==> config.mk <==
export PLATFORM = sky130hd
export DESIGN_NAME = demux_1x2_4bit
export DESIGN_NICKNAME = d
export VERILOG_FILES = /design/src/rtl/demux_1x2_4bit.sv
export SDC_FILE = /design/constraint.sdc
export NUM_CORES = 1
export LEC_CHECK = 0
export BUFFER_PORTS_ARGS = -buffer_cell sky130_fd_sc_hd__buf_2
export CAP_MARGIN = 15
export CORE_MARGIN = 3
export CORE_UTILIZATION = 45
export CTS_CLUSTER_SIZE = 16
export DETAILED_ROUTE_END_ITERATION = 6
export HOLD_SLACK_MARGIN = 0.12
export PLACE_DENSITY_LB_ADDON = 0.25
export SYNTH_ARGS = -nofsm -noshare
export SYNTH_HDL_FRONTEND = slang
export SYNTH_SLANG_ARGS = --single-unit
==> constraint.sdc <==
create_clock -name clk -period 2 [get_ports clk]
set_input_delay 0.1 -clock clk [delete_from_list [all_inputs] [get_ports clk]]
set_output_delay 0.1 -clock clk [all_outputs]
set_load 0.05 [all_outputs]
==> src/rtl/demux_1x2_4bit.sv <==
`default_nettype none
// ============================================================================
// Module   : demux_1x2_4bit
// Purpose  : Steers a tagged word stream into two show-ahead channel FIFOs.
// Revision : 1.0 - initial release
// ============================================================================
module demux_1x2_4bit #(
  parameter int WIDTH = 4,
  parameter int DEPTH = 2
) (
  input  logic                       clk,
  input  logic                       rst,
  input  logic [WIDTH-1:0]           in_data,
  input  logic                       in_sel,
  input  logic                       in_valid,
  output logic                       in_ready,
  output logic [WIDTH-1:0]           a_data,
  output logic                       a_valid,
  input  logic                       a_ready,
  output logic [$clog2(DEPTH+1)-1:0] a_count,
  output logic [WIDTH-1:0]           b_data,
  output logic                       b_valid,
  input  logic                       b_ready,
  output logic [$clog2(DEPTH+1)-1:0] b_count
);

  localparam int c_PW = $clog2(DEPTH);
  localparam int c_CW = $clog2(DEPTH+1);

  logic [1:0]       w_push;
  logic [1:0]       w_pop;
  logic [1:0]       w_full;
  logic [1:0]       w_cons_ready;
  logic [WIDTH-1:0] w_head  [2];
  logic [c_CW-1:0]  w_count [2];

  assign w_cons_ready = {b_ready, a_ready};

  // A full channel only stalls words tagged for it.
  assign in_ready = in_sel ? ~w_full[1] : ~w_full[0];

  for (genvar ch = 0; ch < 2; ch++) begin : g_chan
    logic [WIDTH-1:0] r_mem [DEPTH];
    logic [c_PW-1:0]  r_wptr;
    logic [c_PW-1:0]  r_rptr;
    logic [c_CW-1:0]  r_count;
    logic             w_empty;

    assign w_empty     = (r_count == '0);
    assign w_full[ch]  = (r_count == c_CW'(DEPTH));
    assign w_push[ch]  = in_valid & in_ready & (in_sel == 1'(ch));
    assign w_pop[ch]   = ~w_empty & w_cons_ready[ch];
    assign w_head[ch]  = w_empty ? '0 : r_mem[r_rptr];
    assign w_count[ch] = r_count;

    always_ff @(posedge clk) begin
      if (rst) begin
        r_wptr  <= '0;
        r_rptr  <= '0;
        r_count <= '0;
        for (int i = 0; i < DEPTH; i++) begin
          r_mem[i] <= '0;
        end
      end else begin
        if (w_push[ch]) begin
          r_mem[r_wptr] <= in_data;
          r_wptr        <= r_wptr + c_PW'(1);
        end
        if (w_pop[ch]) begin
          r_rptr <= r_rptr + c_PW'(1);
        end
        // Occupancy is the sole source of full/empty, so pointers may wrap freely.
        case ({w_push[ch], w_pop[ch]})
          2'b10:   r_count <= r_count + c_CW'(1);
          2'b01:   r_count <= r_count - c_CW'(1);
          default: r_count <= r_count;
        endcase
      end
    end
  end

  assign a_data  = w_head[0];
  assign a_count = w_count[0];
  assign a_valid = (w_count[0] != '0);
  assign b_data  = w_head[1];
  assign b_count = w_count[1];
  assign b_valid = (w_count[1] != '0);

endmodule
`default_nettype wire

==> impl_results.md, run 1 <==
* Period minus WS final at between 1.5 and 2 ns
* Clk Latency, worst-skew pair at approximately 0.31 ns
* Synth-to-Final Area Change at 17.8%
* Max-slew headroom at roughly 65%
* Top-area cell type share of the netlist area at roughly two fifths
* CTS tree: built
* Leakage power figure at between 0.6 and 0.7 nW
* Total setup violations reported at the end of the flow at 0
* Combined area of the multi-input logic cells at between 500 and 600 µm²
* Final Hold Fails at 0
* First DRT Iteration DRCs at 23
* Max-capacitance violation count at 0
* Share of the clock period used by the worst path at between 80% and 90%
* Clock sink total at 26
* Crit path max-delay family: simple AND/OR/NAND/NOR gates
* Final Net Count at ~160
* Leading area contributor after synthesis: edfxtp_1
* Internal reg-to-reg setup slack at about 0.31 ns
* Critical Path End Type: register
* Layout cells sized above 1 at approximately a fifth
* Worst-path cell chain: nand2b_1 -> nand3_1 -> ha_1 -> or3_1 -> a21oi_1
* Initial core utilization at ~48%
* Top FF cell, synth: edfxtp_1
* Number of antenna diodes at 0
* Number of vias in the routed layout at roughly 860
* Number of global-route vias before repair at 853
* TritonCTS Buffers at 3
* Worst hold stages at 3
* Required time of the critical path at around 2.3 ns
* Asr flop ratio synth at 0%
* Fmax at between 500 and 600 MHz
* Wire length of the first global-routing pass at slightly below 4000 µm
* Kind of critical path: register to register
* Floorplan die height at a little under 60 µm
* Horizontal extent of the die at between 50 and 60 µm
* Final weighted congestion in routability-driven placement at approximately 0.72
* Yosys synthesis warning count at 0
* Worst clock skew at ~0.0075 ns
* Number of enable flip-flop cells after synthesis at 16
* Maximum level of the CTS H-tree at 1
* Number of port buffers at 24
* Number of antenna violations at the first check in global routing at 0
* Final max-slew violation count at 0
* Power per cell area at about 1300 nW/µm²
* Critical path buffers and inverters at 0
* Signal arrival time at the worst endpoint at about 1.9 ns
* Number of instances resized during post-cts repair at 0
* Core occupancy in the finished layout at approximately 57%
* Post-Syn Area per Cell at ~11 µm²
* Remaining routing DRC violations at 0
* CTS Root Buffer Type: clkbuf_4
* Crit Path Max Fanout at 7
* Highest-delay cell along the critical path: dfxtp_1
* Routed length per placed instance at around 13 µm
* Floorplan Core Area at 2540 µm²
* Sequential cell area at about 680 µm²
* Actual transition at the worst max-transition pin at around 0.52 ns
* Dominant cells by area after synthesis: edfxtp_1 39%, dfxtp_1 16%, mux2i_1 7.3%
* Library cells used by synthesis at 26
* Detailed-route wire length at between 2000 and 2500 µm
* Post-synthesis sequential area ratio at between 50% and 60%
* Number of standard cells after synthesis at around 120
* Flops & latches, synth at 26
* Run status: finished clean
* Type of the tightest min-delay check: input port to register
* Worst-case reg-to-reg path depth at 5
* Number of iterations in the first detailed-routing pass at 4
* Via/cell ratio at between 4 and 5
* # rows at 18
* Clock buffer depth at 2
* Fill count at between 200 and 300
* RSZ-0062 raised after global routing: no
* Clock transition at path regs at 0.12 ns
* Post-route ant nets at 0
* Synth Cell Area at 1230 µm²
* Mapped Nets at around 130
* Gr ovfl total at 0
* Instance count on the critical path at 5
* Largest net degree at the start of global routing at 16
* Fin Setup TNS at 0 ns
* Die Outline Area at roughly 3400 µm²
* Startpoint class of the critical path: register
* Delay of the slowest cell on the worst path at approximately 0.47 ns
* Max IR drop VDD at between 0.9 and 1 mV
* Num ports at 25
* Overall track demand over capacity in global routing at about 15%
* Dpl hpwl at about 1700 µm
## path summary, 6_finish.rpt
| check | startpoint | endpoint |
|---|---|---|
| worst max-delay path | b_count[0] | b_count[1] |
| worst min-delay path | in_valid | g_chan[1].r_wptr |
| worst max register to register | b_count[0] | b_count[1] |
| worst min register to register | g_chan[1].r_rptr | register |
## final cells by class
cell class | count | share of cell area, %
clock buffers | 3 | 1.55
clock inverters | 1 | 0.259
inverters | 8 | 2.07
multi-input cells | 77 | 34.9
flip-flops and latches | 26 | 46.9
well taps | 30 | 2.59
repair buffers | 29 | 11.7
## logic make-up after synthesis
group           count (synthesis)  share of synthesized area (%)
xor+xnor                        6                           4.26
flops                          26                           55.2
buf+inv                        12                           3.65
compound gates                 12                           6.60
fa+ha+maj                       2                           2.03
simple gates                   48                           20.9
mux                             9                           7.31
## flip-flops by register name (all words and copies together) (netlist names), named ones only
signal	flops
b_count	2
a_count	2
g_chan.r_mem	16
g_chan.r_rptr	2
g_chan.r_wptr	2
## timing repair
| action | in CTS | in global routing |
|---|---|---|
| hold buffers | 5 | 0 |
| endpoints found under the hold margin | 13 | 0 |
| setup buffers | 0 | 0 |
## layout by cell type (no fill, tap or decap)
master and n:
nand2b_1 3, xnor2_1 2, xor2_1 4, a21bo_1 1
buf_2 24, clkinv_1 1, or3_1 2, dlygate4sd3_1 5
dfxtp_1 10, edfxtp_1 16, nor4b_1 1, or4_4 1
o21bai_1 2, a21oi_1 2, and2_1 8, a31o_2 1
nor2b_1 5, o21ai_0 4, nand2_1 1, a21o_1 1
inv_1 8, mux2i_1 9, clkbuf_4 3, nor4b_2 1
ha_1 2, a41o_1 1, nor2_1 24, nand3_1 1
nand4bb_1 1
## Yosys cell counts, drive strengths merged (2+ instances only)
cell type / number
nor2: 24
ha: 2
mux2i: 9
a21oi: 2
nand2b: 3
o21bai: 2
or3: 2
inv: 8
nor2b: 5
dfxtp: 10
o21ai: 4
and2: 8
clkbuf: 4
edfxtp: 16
xor2: 4
nor4b: 2
xnor2: 2
## power by group
part	switching (mW)	internal (mW)	total, mW
Combinational	0.675	0.273	0.948
Sequential	0.105	0.668	0.774
Clock	0.144	0.0729	0.217
Total	0.924	1.01	1.94
## through the flow
| stage | hold slack, ns | cell area [µm²] | setup slack, ns | std cells | power, mW |
|---|---|---|---|---|---|
| 2_1_floorplan | 0.298 | 1230 | 0.0779 | 115 | 1.53 |
| 3_3_place_gp | 0.417 | 1380 | 0.392 | 165 | 1.71 |
| 3_5_place_dp | 0.422 | 1380 | 0.328 | 165 | 1.73 |
| 4_1_cts | 0.183 | 1450 | 0.296 | 174 | 1.96 |
| 5_1_grt | 0.192 | 1450 | 0.202 | 174 | 2.07 |
| 6_report | 0.190 | 1450 | 0.309 | 174 | 1.94 |
## worst min-delay path, cell delays in order
cell     delay (ns)
buf_2          0.12
nand3_1        0.12
a21o_1         0.13
## routing by layer
layer	GRT usage (%)	share of wire (%)	up-vias
met2	25.0	49	19
met3	2.85	4.9	0
met5	0	0	-
li1	-	-	449
met4	4.97	0	0
met1	20.0	46	387
No activity file was read; power rests on OpenSTA's default activity.
==> inputs of run 2 (changes only) <==
- ABC_AREA: not set -> 1
- clock period: 2 -> 1.72 ns (I/O delays scaled with it)
==> impl_results.md, run 2 <==
* Fraction of power spent switching nets at 40.1% (-7.5 points)
* Commonest non-fill, non-tap cell in the layout: nand2_1
* Startpoint class of the critical path: register
* Share of the clock period used by the worst path at 88.4% (+3.8 points)
* Most common cell in the netlist: nand2_1
* Type of the tightest min-delay check: input port to register
* Number of vias in the routed layout at 961 (+12%)
* Number of iterations in the first detailed-routing pass at 4 (unchanged)
* Register share of total power at 49.8% (+9.9 points)
* Largest net degree at the start of global routing at 15 (-1)
* RSZ-0062 raised after global routing: no
* Via/cell ratio at 4.85 (-1.2%)
* Clock transition at path regs at 0.12 ns (about the same)
* Routed length per placed instance at 11.2 µm (-13%)
* TritonCTS Buffers at 3 (unchanged)
* Yosys synthesis warning count at 0 (unchanged)
* Maximum level of the CTS H-tree at 1 (unchanged)
* Fraction of synthesized cell area in xor and xnor cells at 0% (-4.3 points)
* Actual transition at the worst max-transition pin at 0.274 ns (-0.247 ns)
* Number of antenna violations at the first check in global routing at 0 (unchanged)
* Core occupancy in the finished layout at 58.0% (+0.93 points)
* Internal reg-to-reg setup slack at 0.20 ns (-0.11 ns)
* Combined area of the multi-input logic cells at 469 µm² (-7.4%)
* Max-slew headroom at 81.7% (+17 points)
* P_sw at 636 µW (-31%)
* CTS Root Buffer Type: clkbuf_4
* First DRT Iteration DRCs at 41 (+78%)
* Floorplan Core Area at 2540 µm² (unchanged)
* Arithmetic-cell share of the synthesized area counting full adders, half adders and majority gates at 2.04% (+0.0062 points)
* Worst clock skew at 0.0105 ns (+0.00298 ns)
* Final max-slew violation count at 0 (unchanged)
* Combinational group share of total power at 34.0% (-15 points)
* Gr ovfl total at 0 (unchanged)
* Total setup violations reported at the end of the flow at 0 (unchanged)
* Period minus WS final at 1.52 ns (-0.170 ns)
* Num ports at 25 (unchanged)
* Post-Syn Area per Cell at 9.10 µm² (-15%)
* Horizontal extent of the die at 58.3 µm (-0.13%)
* CTS tree: built
* Internal power at 949 µW (-6.5%)
* Layout cells sized above 1 at 27.4% (+6.5 points)
* Library cells used by synthesis at 17 (-35%)
* Synth Cell Area at 1230 µm² (-0.30%)
* Initial core utilization at 48.3% (-0.15 points)
* Wire length of the first global-routing pass at 3750 µm (-4.1%)
* Clk Latency, worst-skew pair at 0.32 ns (about the same)
* Dominant cells by area after synthesis: edfxtp_1 39%, dfxtp_1 16%, nand2_1 8.9%
* Floorplan die height at 58.3 µm (-0.13%)
* Asr flop ratio synth at 0% (unchanged)
* Synth-to-Final Area Change at 20.1%
* # rows at 18 (unchanged)
* Die Outline Area at 3390 µm² (-0.26%)
* Top FF cell, synth: edfxtp_1
* Dominant combinational cell family by area after synthesis: simple AND/OR/NAND/NOR gates
* Post-synth top cells: 29 x nand2_1, 16 x a21oi_1, 16 x edfxtp_1
* Signal arrival time at the worst endpoint at 1.77 ns (-0.17 ns)
* Clock buffer depth at 2 (unchanged)
* Clock sink total at 26 (unchanged)
* Top-area cell type share of the netlist area at 39.1% (+0.12 points)
* Kind of critical path: register to register
* Number of enable flip-flop cells after synthesis at 16 (unchanged)
* Number of antenna diodes at 0 (unchanged)
* Cell Count Post-Placement at 189 (+15%)
* Max IR drop VDD at 0.656 mV (-31%)
* Fin Setup TNS at 0 ns (unchanged)
* Final weighted congestion in routability-driven placement at 0.766 (+5.7%)
* Sequential cell area at 686 µm² (+0.74%)
* Detailed-route wire length at 2220 µm (-1.5%)
* Final Net Count at 181 (+15%)
* Fmax at 658 MHz (+11%)
* Dpl hpwl at 1660 µm (-3.6%)
* Highest-count cells in the layout ignoring fill and taps: 29 x nand2_1, 24 x buf_2, 16 x a21oi_1, 16 x edfxtp_1, 15 x inv_1
* Power per cell area at 1070 nW/µm² (-20%)
* Mapped Nets at 147 (+16%)
* Number of global-route vias before repair at 926 (+8.6%)
* Max-capacitance violation count at 0 (unchanged)
* Number of standard cells after synthesis at 135 (+17%)
* Largest register FFs at 16 (unchanged)
* Part of the total power dissipated in the clock network at 16.2% (+5.0 points)
* Leading area contributor after synthesis: edfxtp_1
* Remaining routing DRC violations at 0 (unchanged)
* Leakage power figure at 0.663 nW (+1.8%)
* Post-route total power at 1.58 mW (-18%)
* Crit Path Max Fanout at 8 (+1)
* Flops & latches, synth at 26 (unchanged)
* Multiplexer area fraction after synthesis at 0% (-7.3 points)
* Run status: finished clean
* Post-synthesis simple-gate area fraction at 22.9% (+2.0 points)
* Post-CTS Setup Bufs at 0 (unchanged)
* Fill count at 242 (-3.6%)
* Post-synthesis sequential area ratio at 55.4% (+0.17 points)
* Critical Path End Type: register
* Number of port buffers at 24 (unchanged)
* Smallest hold slack at 0.133 ns (-0.0575 ns)
* Post-route ant nets at 0 (unchanged)
* Number of standard cells in the layout, taps in and fillers out at 198 (+14%)
* Overall track demand over capacity in global routing at 14.5% (-0.58 points)
* Largest register by flop count: g_chan.r_mem
* Final Hold Fails at 0 (unchanged)
* Required time of the critical path at 1.97 ns (-0.28 ns)
* Compound-Gate Fraction of Synth Area at 13.2% (+6.6 points)
run 2: cells by family (layout without fill, tap and decap cells):
group,after synthesis,count (layout)
flip-flops,26,26
AO/OA/AOI/OAI,26,26
adder cells (fa/ha/maj),2,2
AND/OR/NAND/NOR,61,61
buffers and inverters,20,53
run 2: critical path, stage by stage (launching register included):
cell and delay [ns]:
dfxtp_2 0.41, inv_2 0.07, o211ai_4 0.26, ha_1 0.28
inv_1 0.08, nand2_1 0.05, nor2_1 0.11, o21ai_0 0.08
a21oi_1 0.12
run 2: area by class of cell:
class	count	area share, %
Clock buffer	3	1.53
Clock inverter	1	0.254
Inverter	17	4.33
Multi-Input combinational cell	89	31.8
Sequential cell	26	46.5
Tap cell	30	2.54
Timing Repair Buffer	32	13.1
run 2: repair_timing:
item	in CTS	in global routing
resized for setup	0	0
hold buffers	5	0
endpoints found under the hold margin	8	0
run 2: power groups by stage:
stage / clock network, mW / logic (mW) / registers (mW)
floorplan: 0 / 0.387 / 0.834
global placement: 0 / 0.522 / 0.800
detailed placement: 0 / 0.533 / 0.804
CTS: 0.267 / 0.542 / 0.790
global route: 0.289 / 0.589 / 0.801
finish: 0.257 / 0.538 / 0.789
run 2: through the flow:
stage	area [µm²]	setup WS, ns
after global routing	1480	0.0595
after detailed placement	1400	0.219
after global placement	1400	0.264
final	1480	0.200
after floorplan	1230	0.0441
after CTS	1480	0.185
run 2: per-layer routing:
| metal | wire length [µm] | global-route usage, % | share of wire (%) | vias up |
|---|---|---|---|---|
| met3 | 119 | 2.90 | 5.4 | 6 |
| met2 | 1050 | 24.0 | 48 | 27 |
| met4 | 41 | 7.62 | 1.9 | 0 |
| li1 | - | - | - | 515 |
| met5 | 0 | 0 | 0 | - |
| met1 | 1000 | 17.9 | 45 | 413 |
run 2: final timing paths:
kind,from,endpoint,cells after the start
hold / removal,b_ready,register,4
setup / recovery,b_count[1],b_count[1],8
setup reg to reg,b_count[1],b_count[1],8
hold reg to reg,g_chan[0].r_rptr,register,1
